**config.mk**
```make
export PLATFORM = sky130hd
export DESIGN_NAME = io_bus_responder
export DESIGN_NICKNAME = d
export VERILOG_FILES = /design/src/rtl/io_bus_responder.sv
export SDC_FILE = /design/constraint.sdc
export NUM_CORES = 1
export LEC_CHECK = 0
export CORE_MARGIN = 2
export CORE_UTILIZATION = 35
export CTS_CLUSTER_DIAMETER = 50
export CTS_CLUSTER_SIZE = 20
export DETAILED_ROUTE_END_ITERATION = 6
export GPL_TIMING_DRIVEN = 0
export HOLD_SLACK_MARGIN = 0.06
export SYNTH_ARGS = -nofsm -noshare
export SYNTH_HDL_FRONTEND = slang
export SYNTH_SLANG_ARGS = --single-unit
```
**constraint.sdc**
```tcl
create_clock -name clk -period 2.4 [get_ports clk]
set_input_delay 0.36 -clock clk [delete_from_list [all_inputs] [get_ports clk]]
set_output_delay 0.36 -clock clk [all_outputs]
set_load 0.005 [all_outputs]
```
**src/rtl/io_bus_responder.sv**
```systemverilog
// IO_BUS peripheral responder: LED/switch/7-seg/cycle-counter registers behind a byte-addressed
// CPU bus, with a debounced button capturing switches and a timed hold on display updates.
module io_bus_responder #(
  parameter int DEBOUNCE_CYCLES = 1_000_000,
  parameter int SEG_HOLD_CYCLES = 50_000_000
) (
  input  logic        clk,
  input  logic        rstn,
  input  logic [7:0]  io_addr,
  input  logic [31:0] io_dout,
  input  logic        io_we,
  input  logic        io_rd,
  output logic [31:0] io_din,
  input  logic [15:0] sw,
  input  logic        btn,
  output logic [15:0] led,
  output logic [31:0] seg_data,
  output logic        seg_rdy
);

  localparam int DB_W   = (DEBOUNCE_CYCLES > 1) ? $clog2(DEBOUNCE_CYCLES) : 1;
  localparam int HOLD_W = (SEG_HOLD_CYCLES > 1) ? $clog2(SEG_HOLD_CYCLES) : 1;
  localparam logic [DB_W-1:0]   DB_LAST   = DB_W'(DEBOUNCE_CYCLES - 1);
  localparam logic [HOLD_W-1:0] HOLD_LOAD = HOLD_W'(SEG_HOLD_CYCLES - 1);

  localparam logic [7:0] ADDR_LED     = 8'h00;
  localparam logic [7:0] ADDR_SW      = 8'h04;
  localparam logic [7:0] ADDR_SEG_RDY = 8'h08;
  localparam logic [7:0] ADDR_SEG     = 8'h0C;
  localparam logic [7:0] ADDR_SWX_VLD = 8'h10;
  localparam logic [7:0] ADDR_SWX     = 8'h14;
  localparam logic [7:0] ADDR_CNT     = 8'h18;

  typedef enum logic {SEG_READY, SEG_HOLD} seg_state_t;

  logic [15:0]       sw_meta, sw_sync;
  logic              btn_meta, btn_sync;
  logic              btn_db, btn_db_d, btn_rise;
  logic [DB_W-1:0]   db_cnt;
  logic              swx_vld;
  logic [15:0]       swx_data;
  seg_state_t        seg_state;
  logic [HOLD_W-1:0] hold_cnt;
  logic [31:0]       cnt_data;
  logic              wr_led, wr_seg, rd_swx;

  assign wr_led = io_we && (io_addr == ADDR_LED);
  assign wr_seg = io_we && (io_addr == ADDR_SEG);
  assign rd_swx = io_rd && (io_addr == ADDR_SWX);

  always_ff @(posedge clk or negedge rstn) begin
    if (!rstn) begin
      sw_meta  <= '0;
      sw_sync  <= '0;
      btn_meta <= 1'b0;
      btn_sync <= 1'b0;
    end else begin
      sw_meta  <= sw;
      sw_sync  <= sw_meta;
      btn_meta <= btn;
      btn_sync <= btn_meta;
    end
  end

  // The debounced level only flips after btn_sync has disagreed with it for DEBOUNCE_CYCLES in a row.
  always_ff @(posedge clk or negedge rstn) begin
    if (!rstn) begin
      db_cnt   <= '0;
      btn_db   <= 1'b0;
      btn_db_d <= 1'b0;
    end else begin
      btn_db_d <= btn_db;
      if (btn_sync == btn_db) begin
        db_cnt <= '0;
      end else if (db_cnt == DB_LAST) begin
        btn_db <= ~btn_db;
        db_cnt <= '0;
      end else begin
        db_cnt <= db_cnt + DB_W'(1);
      end
    end
  end

  assign btn_rise = btn_db & ~btn_db_d;

  // Handshakes: swx_vld is the valid flag and a read of 0x14 is the consuming ready; a capture
  // coinciding with that read wins. seg_rdy is the ready flag and a 0x0C write is the valid; a
  // write while seg_rdy=0 is dropped.
  always_ff @(posedge clk or negedge rstn) begin
    if (!rstn) begin
      swx_vld  <= 1'b0;
      swx_data <= '0;
    end else if (btn_rise && (!swx_vld || rd_swx)) begin
      swx_vld  <= 1'b1;
      swx_data <= sw_sync;
    end else if (rd_swx) begin
      swx_vld  <= 1'b0;
    end
  end

  always_ff @(posedge clk or negedge rstn) begin
    if (!rstn) begin
      seg_state <= SEG_READY;
      seg_rdy   <= 1'b1;
      seg_data  <= '0;
      hold_cnt  <= '0;
    end else begin
      case (seg_state)
        SEG_READY: begin
          if (wr_seg) begin
            seg_data  <= io_dout;
            hold_cnt  <= HOLD_LOAD;
            seg_state <= SEG_HOLD;
            seg_rdy   <= 1'b0;
          end
        end
        SEG_HOLD: begin
          if (hold_cnt == '0) begin
            seg_state <= SEG_READY;
            seg_rdy   <= 1'b1;
          end else begin
            hold_cnt <= hold_cnt - HOLD_W'(1);
          end
        end
      endcase
    end
  end

  always_ff @(posedge clk or negedge rstn) begin
    if (!rstn) begin
      led <= '0;
    end else if (wr_led) begin
      led <= io_dout[15:0];
    end
  end

  always_ff @(posedge clk or negedge rstn) begin
    if (!rstn) begin
      cnt_data <= '0;
    end else begin
      cnt_data <= cnt_data + 32'd1;
    end
  end

  // Read data reflects register values before the edge that applies any read side effect.
  always_comb begin
    io_din = '0;
    if (io_rd) begin
      case (io_addr)
        ADDR_SW:      io_din = {16'b0, sw_sync};
        ADDR_SEG_RDY: io_din = {31'b0, seg_rdy};
        ADDR_SWX_VLD: io_din = {31'b0, swx_vld};
        ADDR_SWX:     io_din = {16'b0, swx_data};
        ADDR_CNT:     io_din = cnt_data;
        default:      io_din = '0;
      endcase
    end
  end

endmodule

```
After elaboration in Yosys (flattened, before gate mapping)
Cells that the tools add are included.
W data, S select, Z words.
Word-level totals
  bits in registers: 181
  bits of input ports: 61
  output and inout port bits: 81
  logic and storage cells: 62
Cells by class
  add/sub/neg operators: 3
  eq/ne operators: 11
  muxes and demuxes: 15
  bitwise gates (word level): 5
  reductions and logical operators: 13
Operators by type and width (number)
  $pmux W32 S5: 1
  $mux W26: 2
  $pmux W26 S2: 1
  $mux W20: 2
  $add A32 B1 Y32 const B: 1
  $mux W32: 1
  $logic_not A26 Y1: 1
  $sub A26 B1 Y26 const B: 1
  $eq A8 B5 Y1 const B: 3
  $add A20 B1 Y20 const B: 1
  $eq A20 B20 Y1 const B: 1
  $eq A8 B4 Y1 const B: 2
  $eq A8 B3 Y1 const B: 1
  $logic_not A8 Y1: 1
  $reduce_and A2 Y1: 4
  $mux W1: 6
  $logic_and A1 B1 Y1: 4
  $ne A2 B2 Y1 const B: 2
  $not A1 Y1: 4
  $pmux W1 S2: 2
  $ne A2 B1 Y1 const B: 1
  $reduce_bool A2 Y1: 1
  $and A1 B1 Y1: 1
  $eq A1 B1 Y1: 1
  2 further kinds: 2

Longest topological paths before layout
Gate-level depths: netlist (run 1).
  word-level depth: 5
  gate-level depth with buffers: 9
  depth with buffers taken out: 7

Worst setup path after synthesis (run 1)
OpenSTA, ideal clock, no wires.
  path kind: input to output
  start: input port io_addr[1]
  end: output port io_din[10]
  arrival: 1.615 ns
  required time: 2.040 ns
  path slack: 0.425 ns
  cell stages on the path: 7
  buffers on the path: 2
  path through: nor4_2 nor3b_2 and2_1 clkbuf_1 buf_2 a21oi_1 nor2_1
Between the ends
  longest elaborated chain between the ends: 3
  elaborated cells between the ends (all ways): 7
  those cells by class: eq/ne: 5; mux: 2
Ends and longest elaborated chain
  from (decl): line 9  | input logic [7:0] io_addr,
  $eq A8 B5 Y1, or another cell as far along: line 149  | case (io_addr)
  $pmux W32 S5 *: line 149
  $mux W32 *: line 148  | if (io_rd) begin
  to (decl): line 13  | output logic [31:0] io_din,
Every way passes the cells marked *; elsewhere a longest branch is shown, timed or not.

Worst setup path in the final report (run 1)
  start: input port io_addr[5]
  end: output port io_din[2]
The elaborated chain is that of the path after synthesis.

==> metrics, run 1 <==
register bit total from synthesis=around 180; setup TNS=0 ns; starting density of the core=0.358; leading cell type in the layout, fill and taps excluded=dfrtp_1; worst rel slew slack=0.387; Rows=54; Die Height=154 um; antenna violations before repair=0; placed cells=1151; # setup viols final=0; layout cells sized above 1=0.178; Startpoint Class=input port; Final ANT Viol Nets=0; unrepaired setup endpoints after global routing=yes; WP data required=2.04 ns; Tot GR Track Use=0.160; Hold Path Cell Cnt=0; DR WL/cell=between 10 and 15 um; 1st-pass router iterations=5; # Max-Cap Violations=0; Max Root-Sink Buffers=2; RD Place Congestion=0.776; # H-tree levels=4; adder-cell share of the synthesized area=0.00478; Seq/Total Area, Yosys=0.578; first-pass GRT wire length=30.3 mm; wire length on met1=8.44 mm; Peak supply drop=~0.42 mV; Distinct cells, synth=59; Num CTS Buffers=17; Mean Syn Cell Area=10.7 um^2; final WL=17.9 mm; CP Capture Type=output port; Layout Cells excl Fill=roughly 1200; main combinational cell family by area after synthesis=simple AND/OR/NAND/NOR gates; post-synthesis compound-gate area fraction=0.0541; Post-synth EDFFs=0; TritonCTS clock tree=done; Clk Latency, worst-skew pair=0.43 ns; Mapped Nets=794; total number of vias=5744; Yosys warnings=0; Clock transition at path regs=0.07 ns; CP Cell Sequence=clkbuf_2, nor4_4, buf_4, nor3b_4, and2_4, buf_6, buf_6, buf_6, a21oi_1, nor2_1, buf_2; I/O pin count=142; Top Metal Used=met4; fillers=2053; simple-gate portion of the synthesized area=0.215; area of the multi-input gates=3210 um^2; PortBufs=140; critical path's slowest cell=nor4_4; Die Area=23600 um^2; metal3 WL=about 960 um; final hold viol count=0; met2 WL=8.33 mm; CP Class=input port to output port; crit share post-route=0.954; area of the core=21900 um^2; static leakage=4.71 nW; Worst Hold Class=register to register; Min Clock Period, post-route=2.29 ns; DRC marker count from the first detailed-route iteration=approximately 280; pin count of the biggest net entering global routing=roughly 110; residual DRC count=0; most used cell, CP=buf_6; pwr dens=approximately 590 nW/um^2; cell area after synthesis=7850 um^2; Fmax=0.437 GHz; register area=4530 um^2; TritonCTS sink count=181; CP max stage delay=0.32 ns; crit path DAT=around 1.9 ns; Clock Skews=0.0121 ns; CP max FO=3; clock root cell=clkbuf_16; DP Wirelength=12.4 mm; status=finished, final reports clean; vias in the first global route=5799; # diodes=0; async set or reset register ratio after synthesis=1.00; top_reg_cell synth=dfrtp_1; Syn-to-layout area delta=33.4%; Layout Nets=approximately 970; remaining global-route overflow=0; Die X=154 um; Post-Synthesis Cells=730; Via density=about 4.8; Tot Pwr=6.18 mW; mux share of post-synthesis cell area=0.0619; Slew Viols, Final=0; Synth Area in XOR/XNOR=0.0603; FF-to-FF path depth=7; Worst Tran Pin Value=about 0.91 ns; most frequent cells in the layout=180 x dfrtp_1, 133 x nand2_1, 103 x clkdlybuf4s50_1, 78 x nor2_1, 35 x mux2_2
==> path summary, 6_finish.rpt <==
check,start,end,slack [ns]
setup / recovery,io_addr[5],io_din[2],0.11
hold / removal,btn_meta,btn_sync,0.35
setup reg to reg,hold_cnt[0],hold_cnt[0],0.21
hold reg to reg,btn_meta,btn_sync,0.35
max in group asynchronous,rstn,led[15],0.96
min in group asynchronous,rstn,sw_sync[14],0.58
==> repair_timing <==
| item | in CTS | in global routing |
|---|---|---|
| hold buffers | 1 | 0 |
| hold endpoints to repair | 63 | 0 |
| gates resized for setup | 124 | 20 |
| pin swaps | 13 | 10 |
| cloned | 1 | 0 |
| buffers inserted | 17 | 1 |
| endpoints found under the setup margin | 32 | 27 |
==> cell type report <==
type                       count  share of cell area
sequential                   181               0.433
clock inverter                15              0.0146
tap                          280              0.0335
buffer                        28              0.0221
multi-input combinational    505               0.307
clock buffer                  17              0.0407
inverter                      15             0.00538
timing repair buffer         161               0.144
==> metrics by stage <==
step | instance area [um^2] | worst slack, ns | utilization | hold WS (ns)
6_report | 10500 | 0.109 | 0.478 | 0.350
5_1_grt | 10500 | -0.0309 | 0.478 | 0.342
4_1_cts | 10500 | -0.0914 | 0.477 | 0.345
3_5_place_dp | 9630 | -0.962 | 0.440 | 0.335
3_3_place_gp | 9600 | -6.78 | 0.438 | 0.334
2_1_floorplan | 7850 | 0.425 | - | 0.0644
==> routing by layer <==
metal  GRT usage  vias to the layer above
met3      0.0479                       12
met2       0.253                      114
met4      0.0459                        0
met1       0.213                     2776
li1            -                     2842
met5           0                        -
==> cell usage after synthesis, types with 5 or more instances <==
cell,count,area (um^2)
a21oi_1,21,105
mux2_2,35,394
clkbuf_1,17,63.8
nor4_1,9,56.3
nor2b_1,5,31.3
nor2_1,80,300
nand4_1,11,68.8
o21ai_0,8,40.0
nor3_1,15,75.1
nand2_1,134,503
xnor2_1,32,280
xor2_1,22,193
inv_1,15,56.3
mux2i_1,8,80.1
buf_2,7,35.0
and2_1,14,87.6
and3_1,11,68.8
a22oi_1,15,113
nand3_1,30,150
dfrtp_1,180,4500
==> state kept, by name, indices dropped and copies added, names as in the netlist <==
name and count:
btn_db 1, btn_sync 1, btn_meta 1, seg_rdy 1
seg_state 1, led 16, db_cnt 20, seg_data 32
hold_cnt 26, cnt_data 32, btn_db_d 1, swx_vld 1
swx_data 16, sw_sync 16, sw_meta 16
==> power by group <==
group,leakage (nW),total (mW),switching (mW),internal (mW)
clock,0.287,2.73,1.34,1.39
sequential,2.31,3.15,0.0404,3.11
combinational,2.11,0.301,0.140,0.162
total,4.71,6.18,1.52,4.66
==> kinds of logic after synthesis <==
group / count (synthesis)
muxes: 44
xor gates and xnor gates: 54
DFF: 181
AOI/OAI and AO/OA: 62
adders and majority gates: 3
buffers and inverters: 44
and+or+nand+nor: 342
==> worst max-delay path: cells and delay by family <==
kind / cells / cell delay [ns]
compound gates: 1 / 0.06
buf+inv: 6 / 0.68
simple gates: 4 / 0.83
Note: power is estimated with default switching activity, not from simulation.
==> inputs of run 2 (changes only) <==
--- a/config.mk
+++ b/config.mk
@@ -5,7 +5,6 @@
 export SDC_FILE = /design/constraint.sdc
 export NUM_CORES = 1
 export LEC_CHECK = 0
-export CORE_MARGIN = 2
 export CORE_UTILIZATION = 35
 export CTS_CLUSTER_DIAMETER = 50
 export CTS_CLUSTER_SIZE = 20
==> run 2 against run 1 <==
Against the previous run: clock skew increased by 0.0028 ns; combinational power about the same; design area decreased by 0.22%; sequential cell count unchanged; via count increased by 1.2%; routed wire length increased by 0.32%; largest power group unchanged; register-to-register slack improved by 0.09 ns; sequential power about the same; fmax decreased by 0.76%; non-clock buffer count decreased by 3; sequential share of layout area increased by 0.093 points; clock-buffer cell count unchanged.
==> metrics, run 2 (same netlist as run 1, synthesis figures left out) <==
Num CTS Buffers=17; DR WL/cell=15.0 um; Rows=54; first-pass GRT wire length=29.6 mm; clock root cell=clkbuf_16; CP max FO=6; PortBufs=140; Via density=4.85; crit share post-route=0.962; Worst Hold Class=register to register; status=finished, final reports clean; antenna violations before repair=0; sequential power share=0.505; DP Wirelength=12.5 mm; Layout Cells excl Fill=1199; Max Root-Sink Buffers=2; Worst Tran Pin Value=0.836 ns; RD Place Congestion=0.763; Top Registers=cnt_data x32, seg_data x32, hold_cnt x26; Die Height=152 um; CP Capture Type=output port; Comb pwr share=0.048; switching share of power=0.239; Syn-to-layout area delta=33.1%; clock power share=0.447; I/O pin count=142; Startpoint Class=input port; Pint=4.74 mW; crit path DAT=just under 2 ns; minimum hold slack=around 0.35 ns; placed cells=1151; # H-tree levels=4; starting density of the core=0.358; unrepaired setup endpoints after global routing=no; NetSw=1.49 mW; vias in the first global route=5859; Clock Skews=0.0149 ns; WP data required=2.04 ns; final core utilization=0.477; CP Class=input port to output port; leading cell type in the layout, fill and taps excluded=dfrtp_1; Die X=152 um; final hold viol count=0; worst rel slew slack=0.438; reg-to-reg slack, setup=0.30 ns; RR Startpoint=hold_cnt[0]; # setup viols final=0; Clock transition at path regs=0.07 ns; DRC marker count from the first detailed-route iteration=322; final WL=18.0 mm; Tot GR Track Use=0.167; layout cells sized above 1=0.174; # Max-Cap Violations=0; CP Launch Point=io_addr[7]; area of the core=21900 um^2; Slew Viols, Final=0; total number of vias=5811; most frequent cells in the layout=180 x dfrtp_1, 133 x nand2_1, 100 x clkdlybuf4s50_1, 76 x nor2_1, 35 x mux2_2; remaining global-route overflow=0; TritonCTS clock tree=done; Peak supply drop=roughly 0.51 mV; Die Area=approximately 23000 um^2; residual DRC count=0; Fmax=around 0.43 GHz; Final ANT Viol Nets=0; TritonCTS sink count=181; static leakage=4.73 nW; pin count of the biggest net entering global routing=94; 1st-pass router iterations=5; Layout Nets=970; # diodes=0; Min Clock Period, post-route=2.31 ns; Clk Latency, worst-skew pair=around 0.44 ns; min-delay src=sw_meta[4]; pwr dens=between 500 and 600 nW/um^2
==> run 2: cell count changes in the layout (fill, tap and decap cells not counted), sizes merged <==
cell,change
buf,-5
clkdlybuf4s50,-3
clkdlybuf4s15,+1
dlymetal6s2s,+3
clkinv,-2
clkinvlp,+2
inv,-1
bufinv,+1
clkbuf,-1
dlygate4sd2,+2
==> run 2: power by group through the flow <==
stage,logic [mW],clock network [mW],registers (mW)
2_1_floorplan,0.0667,0,3.20
4_1_cts,0.307,2.87,3.15
3_3_place_gp,0.276,0,3.21
3_5_place_dp,0.285,0,3.21
5_1_grt,0.334,2.99,3.15
6_report,0.300,2.79,3.15
==> run 2: timing repair <==
item                                    CTS  global route
resized for setup                       122            15
hold buffers                              1             0
pin swaps                                16             6
hold endpoints to repair                 91             0
buffers inserted                         14             2
cloned                                    1             0
endpoints found under the setup margin   32            27
==> run 2: per-stage QoR <==
step                power, mW  instance area [um^2]  setup TNS [ns]  setup WS, ns
finish                   6.23                 10400               0        0.0918
global route             6.48                 10400               0        0.0113
CTS                      6.32                 10400          -0.277       -0.0802
detailed placement       3.49                  9630          -33.67        -0.985
global placement         3.48                  9600        -1258.52         -6.81
floorplan                3.26                  7850               0         0.425
==> run 2: critical path, stage by stage <==
cell             delay (ns)
clkdlybuf4s15_2        0.19
nor4_4                 0.26
buf_4                  0.17
nor3b_4                0.22
and2_4                 0.23
buf_6                  0.12
buf_6                  0.10
a21oi_1                0.06
nor2_1                 0.11
buf_2                  0.12
==> run 2: final cells by class <==
type                    instances  area [um^2]
repair buffers                158         1500
well taps                     280          350
plain buffers                  28          210
inverters                      15         56.3
multi-input cells             505         3210
clock inverters                15          159
fillers                      2098        11400
clock buffers                  17          425
flip-flops and latches        181         4530
==> run 2: path summary, 6_finish.rpt <==
check                           cells past startpoint            to
worst max-delay path                               10    io_din[14]
worst min-delay path                                0    sw_sync[4]
worst max register to register                      7   hold_cnt[0]
worst min register to register                      0    sw_sync[4]
max in group asynchronous                           3  seg_data[31]
min in group asynchronous                           2   sw_sync[13]
==> run 2: routing by layer <==
layer	share of wire	global-route usage	routed length (um)	vias to the layer above
met3	0.057	0.0497	1030	17
met4	0.013	0.0520	227	0
met2	0.45	0.251	8030	122
li1	-	-	-	2834
met5	0	0	0	-
met1	0.48	0.229	8670	2838
==> inputs of run 3 (changes only) <==
--- a/config.mk
+++ b/config.mk
@@ -9,6 +9,7 @@
 export CTS_CLUSTER_DIAMETER = 50
 export CTS_CLUSTER_SIZE = 20
 export DETAILED_ROUTE_END_ITERATION = 6
+export DONT_BUFFER_PORTS = 1
 export GPL_TIMING_DRIVEN = 0
 export HOLD_SLACK_MARGIN = 0.06
 export SYNTH_ARGS = -nofsm -noshare
==> run 3 against run 2 <==
Against the previous run: critical path depth is 3 lower; sequential power hardly changed; total power is 2.6% lower; non-clock buffer count is 106 lower; register-to-register slack worse by 0.05 ns; the run now ends with hold timing left; clock-buffer cell count stayed put; sequential share of layout area is 5.2 points higher; clock power hardly changed; worst setup slack better by 0.037 ns; core utilization is 5.1 points lower; critical endpoint is now io_din[10]; critical path type unchanged; combinational power is 50% lower.
==> metrics, run 3 (same netlist as run 1, synthesis figures left out) <==
remaining global-route overflow=0; # setup viols final=0; CP Class=input port to output port; final WL=16.6 mm; Via density=approximately 4.9; Min Clock Period, post-route=2.27 ns; Fmax=0.440 GHz; # Max-Cap Violations=0; crit share post-route=0.946; # diodes=0; critical path's slowest cell=nor4_4; residual DRC count=0; minimum hold slack=-0.385 ns; crit path DAT=1.91 ns; Worst Tran Pin Value=just over 0.9 ns; CP max FO=10; leading cell type in the layout, fill and taps excluded=dfrtp_1; DR WL/cell=around 15 um; PortBufs=0; Clock transition at path regs=0.08 ns; Setup WS post-layout=0.128 ns; pin count of the biggest net entering global routing=about 180; area of the core=21900 um^2; TritonCTS sink count=between 150 and 200; status=finished with violations; Worst Hold Class=input port to async pin; WP data required=2.04 ns; TritonCTS clock tree=done; clock root cell=clkbuf_16; Layout Nets=about 860; CP max stage delay=~0.37 ns; Clock Skews=roughly 0.011 ns; placed cells=around 1000; Die Height=152 um; most frequent cells in the layout=180 x dfrtp_1, 134 x nand2_1, 80 x nor2_1, 49 x dlygate4sd3_1, 35 x mux2_2; static leakage=4.10 nW; Max Root-Sink Buffers=2; # H-tree levels=4; vias in the first global route=5484; Layout Cells excl Fill=approximately 1100; DP Wirelength=between 10 and 15 mm; 1st-pass router iterations=4; I/O pin count=142; RD Place Congestion=0.777; DRC marker count from the first detailed-route iteration=269; layout cells sized above 1=0.128; Die X=roughly 150 um; CP Capture Type=output port; Num CTS Buffers=17; Top Registers=cnt_data x32, seg_data x32, hold_cnt x26; final core utilization=0.426; fillers=2107; final hold viol count=181; unrepaired setup endpoints after global routing=no; Hold Buf Count CTS=49; dpl ws=-0.0115 ns; Final ANT Viol Nets=0; pwr dens=652 nW/um^2; worst rel slew slack=0.389; Syn-to-layout area delta=18.8%; Rows=54; Tot GR Track Use=0.155; starting density of the core=0.358; antenna violations before repair=0; CP Cell Sequence=nor4_4, nor3b_4, and2_1, clkbuf_1, clkbuf_4, a21oi_1, nor2_1; Clk Latency, worst-skew pair=0.43 ns; Tot Pwr=6.07 mW; total number of vias=~5400; first-pass GRT wire length=27.6 mm; Slew Viols, Final=0; Die Area=23000 um^2; Startpoint Class=input port; Peak supply drop=approximately 0.42 mV; failing checks=hold timing
-- run 3: per-stage QoR --
stage	TNS (ns)	instance area (um^2)
after floorplan	0	7850
after global placement	-0.0179	8200
after detailed placement	-0.0546	8200
after CTS	0	9290
after global routing	0	9320
final	0	9320
-- run 3: report_power, final --
part           switching [mW]  leakage [nW]  internal (mW)
clock                    1.29         0.280           1.48
sequential             0.0443          2.31           3.11
combinational          0.0578          1.51         0.0924
-- run 3: cell type report --
class,count,area [um^2],share of cell area
clock inverter,15,164,0.0176
multi-input combinational,505,3130,0.336
sequential,181,4530,0.486
tap,280,350,0.0376
buffer,29,153,0.0164
timing repair buffer,51,505,0.0542
clock buffer,17,425,0.0456
inverter,15,56.3,0.00604
-- run 3: repair_timing --
action	4_1_cts	5_1_grt
setup buffers	0	2
resized for setup	2	6
hold endpoints to repair	246	181
endpoints found under the setup margin	10	23
-- run 3: path summary, 6_finish.rpt --
kind / start / to / slack [ns] / cells after the start
hold / removal: rstn / sw_meta[14] / -0.39 / 0
min in group clk: io_we / seg_state / 0.15 / 2
max in group asynchronous: rstn / btn_meta / 2.50 / 0
setup / recovery: io_addr[1] / io_din[10] / 0.13 / 7
hold reg to reg: sw_meta[8] / sw_sync[8] / 0.35 / 0
setup reg to reg: hold_cnt[0] / hold_cnt[20] / 0.25 / 7
-- run 3: metal layers --
layer	GRT usage	part of all wire	vias to the layer above
li1	-	-	2616
met1	0.203	0.46	2625
met2	0.238	0.46	126
met3	0.0446	0.057	26
met4	0.0639	0.023	0
met5	0	0	-
-- run 3: critical path, delay by kind of cell --
family / cells / cell delay (ns)
simple gates: 4 / 0.95
compound gates: 1 / 0.09
buf+inv: 2 / 0.51
==> RTL change 1: new RTL, settings of run 2 <==
Register the output `seg_data` once more; this adds one clock of latency there. The other outputs are not delayed to match.
--- a/src/rtl/io_bus_responder.sv
+++ b/src/rtl/io_bus_responder.sv
@@ -32,6 +32,8 @@
   localparam logic [7:0] ADDR_CNT     = 8'h18;
 
   typedef enum logic {SEG_READY, SEG_HOLD} seg_state_t;
+
+  logic [31:0] seg_data_s0;
 
   logic [15:0]       sw_meta, sw_sync;
   logic              btn_meta, btn_sync;
@@ -102,13 +104,13 @@
     if (!rstn) begin
       seg_state <= SEG_READY;
       seg_rdy   <= 1'b1;
-      seg_data  <= '0;
+      seg_data_s0 <= '0;
       hold_cnt  <= '0;
     end else begin
       case (seg_state)
         SEG_READY: begin
           if (wr_seg) begin
-            seg_data  <= io_dout;
+            seg_data_s0 <= io_dout;
             hold_cnt  <= HOLD_LOAD;
             seg_state <= SEG_HOLD;
             seg_rdy   <= 1'b0;
@@ -157,5 +159,9 @@
     end
   end
 
+  always_ff @(posedge clk) begin
+    seg_data <= seg_data_s0;
+  end
+
 endmodule
 
Check against the original RTL: not equivalent (a bounded check fails within 4 cycles, from zero or initial values and one cycle with rstn low).
==> RTL change 1 against run 2 <==
- setup slack lost 0.00083 ns
- final cell count grew 7.8%
- routed wire length grew 5.4%
- register-to-register slack lost 0.04 ns
- maximum frequency is essentially flat
- synthesized area grew 8.2%
- die area grew 8.1%
- non-clock buffer count grew 3
- critical path depth shrank 1
- design area grew 10%
- hold slack lost 0.089 ns
- power grew 31%
- sequential cell count grew 32
==> RTL change 1: results (changes against run 2) <==
[setup_path]
worst-path-max-fanout = 4  ; -2
cp-startpoint = io_addr[5]
worst_path_largest_cell_delay_ns = 0.34  ; +0.08 ns
worst-r2r-setup-slack_ns = 0.26  ; -0.04 ns
critical_path.endpoint = io_din[3]

[place]
gp_congestion = 0.7400  ; -3.0%
place.detailed.hpwl_mm = 12.74  ; +2.0%

[grt]
grt_util_met1 = 0.2079  ; -0.02126
use_met2 = 0.2421  ; -0.009055
global_route.usage.total = 0.1561  ; -0.01043
global_route.usage.met3 = 0.05311  ; +0.003406
grt_pass1_vias = 6073  ; +3.7%
grt_start_max_net_pins = 101  ; +7.4%

[min_path]
worstHoldPathType = input port to register
min_delay_worst_endpoint = sw_meta[3]
hold_path_depth = 1  ; +1

[synth]
synth-compound-area-share = 0.04999  ; -0.004082
ys_seq_area_frac = 0.6094  ; +0.03190
netlist_top_cells_area = sky130_fd_sc_hd__dfrtp_1 53%, sky130_fd_sc_hd__dfxtp_1 7.5%, sky130_fd_sc_hd__nand2_1 5.9%
synthArstFlopShare = 0.8498  ; -0.1502
postSynthRegisterBits = 213  ; +18%
synth_commonest_cells = 180 x sky130_fd_sc_hd__dfrtp_1, 134 x sky130_fd_sc_hd__nand2_1, 80 x sky130_fd_sc_hd__nor2_1, 35 x sky130_fd_sc_hd__mux2_2

[timing]
slew_headroom = 0.4067  ; -0.03090
hold_ws_ns = 0.2600  ; -0.08900 ns

[clock_tree]
clock_insertion_delay_worst_skew_ns = 0.53  ; +0.09 ns
clk_path_buf_depth = 3  ; +1
cts_htree_levels = 1  ; -3
cts_made_buffers = 28  ; +11

[pwr]
leakage_nw = 5.144  ; +8.8%

[cells_and_area]
layout.nets = 1016  ; +4.7%
fillers = 2232  ; +6.4%
multiInputGateArea_mm2 = 0.003191  ; -0.70%
nClkBuffers = 30  ; +13
final-nonclk-buf-share = 0.1493  ; -0.01426
final_layout_size_suffix_gt1_frac = 0.1910  ; +0.01686

[status]
outcome = complete, no violations

[routing]
met1Wirelength_mm = 8.670  ; about the same
drt-total-wl_mm = 18.92  ; +5.4%
drt_iter0_drc = 252  ; -22%
wl_met3_mm = 1.536  ; +50%
vias_per_cell = 4.650  ; -4.1%

==> RTL change 1: through the flow <==
step	setup TNS, ns	setup WS [ns]	instance area (µm²)	std cells	power [mW]
after floorplan	0	0.4245	8486	762	3.808
after global placement	-1273.79	-6.892	10290	1221	4.029
after detailed placement	-33.48	-0.9737	10320	1222	4.035
after CTS	-0.1174	-0.06226	11490	1290	8.299
after global routing	0	0.001439	11500	1293	8.485
final	0	0.09099	11500	1293	8.191
==> RTL change 1: timing repair <==
item | in CTS | in global routing
endpoints found under the hold margin | 99 | 0
buffers inserted | 14 | 3
resized for setup | 131 | 19
hold buffers | 1 | 0
cloned | 2 | 0
pin swaps | 14 | 7
setup endpoints to repair | 32 | 29
==> RTL change 1: power breakdown <==
group	internal [mW]	leakage [nW]	switching (mW)	total, mW
clock	2.42	0.468	1.79	4.21
sequential	3.64	2.57	0.0401	3.68
combinational	0.157	2.11	0.140	0.297
total	6.22	5.14	1.97	8.19
==> RTL change 2: new RTL, config.mk and constraints of run 2 <==
Made on the original files. Set the parameter `SEG_HOLD_CYCLES` to 200_000_000 (it was 50_000_000).
--- a/src/rtl/io_bus_responder.sv
+++ b/src/rtl/io_bus_responder.sv
@@ -2,7 +2,7 @@
 // CPU bus, with a debounced button capturing switches and a timed hold on display updates.
 module io_bus_responder #(
   parameter int DEBOUNCE_CYCLES = 1_000_000,
-  parameter int SEG_HOLD_CYCLES = 50_000_000
+  parameter int SEG_HOLD_CYCLES = 200_000_000
 ) (
   input  logic        clk,
   input  logic        rstn,
Function: no difference found for any inputs over 10 cycles, from zero or initial values and one cycle with rstn low; that may be too few to reach the edited logic, so the function may still have changed.
==> RTL change 2 against run 2 <==
- sequential cell count grew 2
- clock power grew 4%
- setup slack lost 0.027 ns
- design area grew 2.2%
- power grew 5.3%
- routed wire length grew 3.7%
- synthesized area grew 0.11%
- via count grew 2.4%
==> RTL change 2: results (changes against run 2) <==
[synth]
post_synth_fa_ha_maj_area_fraction = 0.006372  ; +0.001588
synth_mux_area_frac = 0.07281  ; +0.01092
post_synth.cell_area_avg_um2 = 10.89  ; +1.4%
synth_commonest_cells = 182 x sky130_fd_sc_hd__dfrtp_1, 134 x sky130_fd_sc_hd__nand2_1, 57 x sky130_fd_sc_hd__nor2_1, 49 x sky130_fd_sc_hd__mux2_2, 28 x sky130_fd_sc_hd__xnor2_1

[routing]
drt_iter0_drc = 305  ; -5.3%

[min_path]
min_delay_worst_endpoint = sw_sync[10]

[status]
outcome = complete, no violations

[clock_tree]
cts.repair.resized = 119  ; -2.5%
postCtsSetupRepairBufs = 21  ; +7

[grt]
global_route.usage.total = 0.1736  ; +0.007035
first_pass_grt_wire_length_mm = 30.66  ; +3.6%

[cells_and_area]
post-route-util = 0.4875  ; +0.01046
multiInputGateArea_mm2 = 0.003287  ; +2.3%
final-nonclk-buf-share = 0.1675  ; +0.003993
seq_area_frac = 0.4292  ; -0.004621
clock_area_frac = 0.05745  ; +0.001496
final_layout_size_suffix_gt1_frac = 0.2123  ; +0.03818
inverters = 14  ; -1
nClkBuffers = 18  ; +1

[timing]
timing_worst_slew_pin_value_ns = 0.9120  ; +0.07599 ns
least_setup_slack_across_all_paths_after_layout_ns = 0.06503  ; -0.02680 ns

[pwr]
vdd_ir_drop_max_v = 0.0004518  ; -11%
combinationalPowerShare = 0.063  ; +0.015
power_sequential_mw = 3.26  ; +3%
leakage_nw = 4.812  ; +1.8%

[place]
gp_congestion = 0.7736  ; +1.4%
post_dp_cell_area_mm2 = 0.009628  ; about the same
placed_instance_count = 1141  ; -0.87%

[setup_path]
r2r_depth = 6  ; -1

[RTL change 2: cell count changes after synthesis, sizes merged, moves of 5 or more]
cell	before	now
nor2	80	57
nand3	31	21
mux2	36	49
and2	14	4
and3	11	25
a31oi	1	9
a21oi	22	5
mux2i	8	2
buf	12	5
o31ai	1	6
nor2b	5	0
or3	1	10
[RTL change 2: critical path, cell delays in order (launching register included)]
cell	delay, ns
sky130_fd_sc_hd__dfrtp_1	0.41
sky130_fd_sc_hd__or4_4	0.55
sky130_fd_sc_hd__or3_4	0.35
sky130_fd_sc_hd__a21o_1	0.21
sky130_fd_sc_hd__buf_4	0.15
sky130_fd_sc_hd__or4_1	0.46
sky130_fd_sc_hd__a21oi_1	0.14
[RTL change 2: per-layer routing]
metal,vias up,wire [µm],track usage,share of wire
met3,8,1093,0.04850,0.059
li1,2891,-,-,-
met5,-,0,0,0
met2,137,9055,0.2816,0.49
met1,2917,8345,0.2295,0.45
met4,0,112,0.04059,0.0060
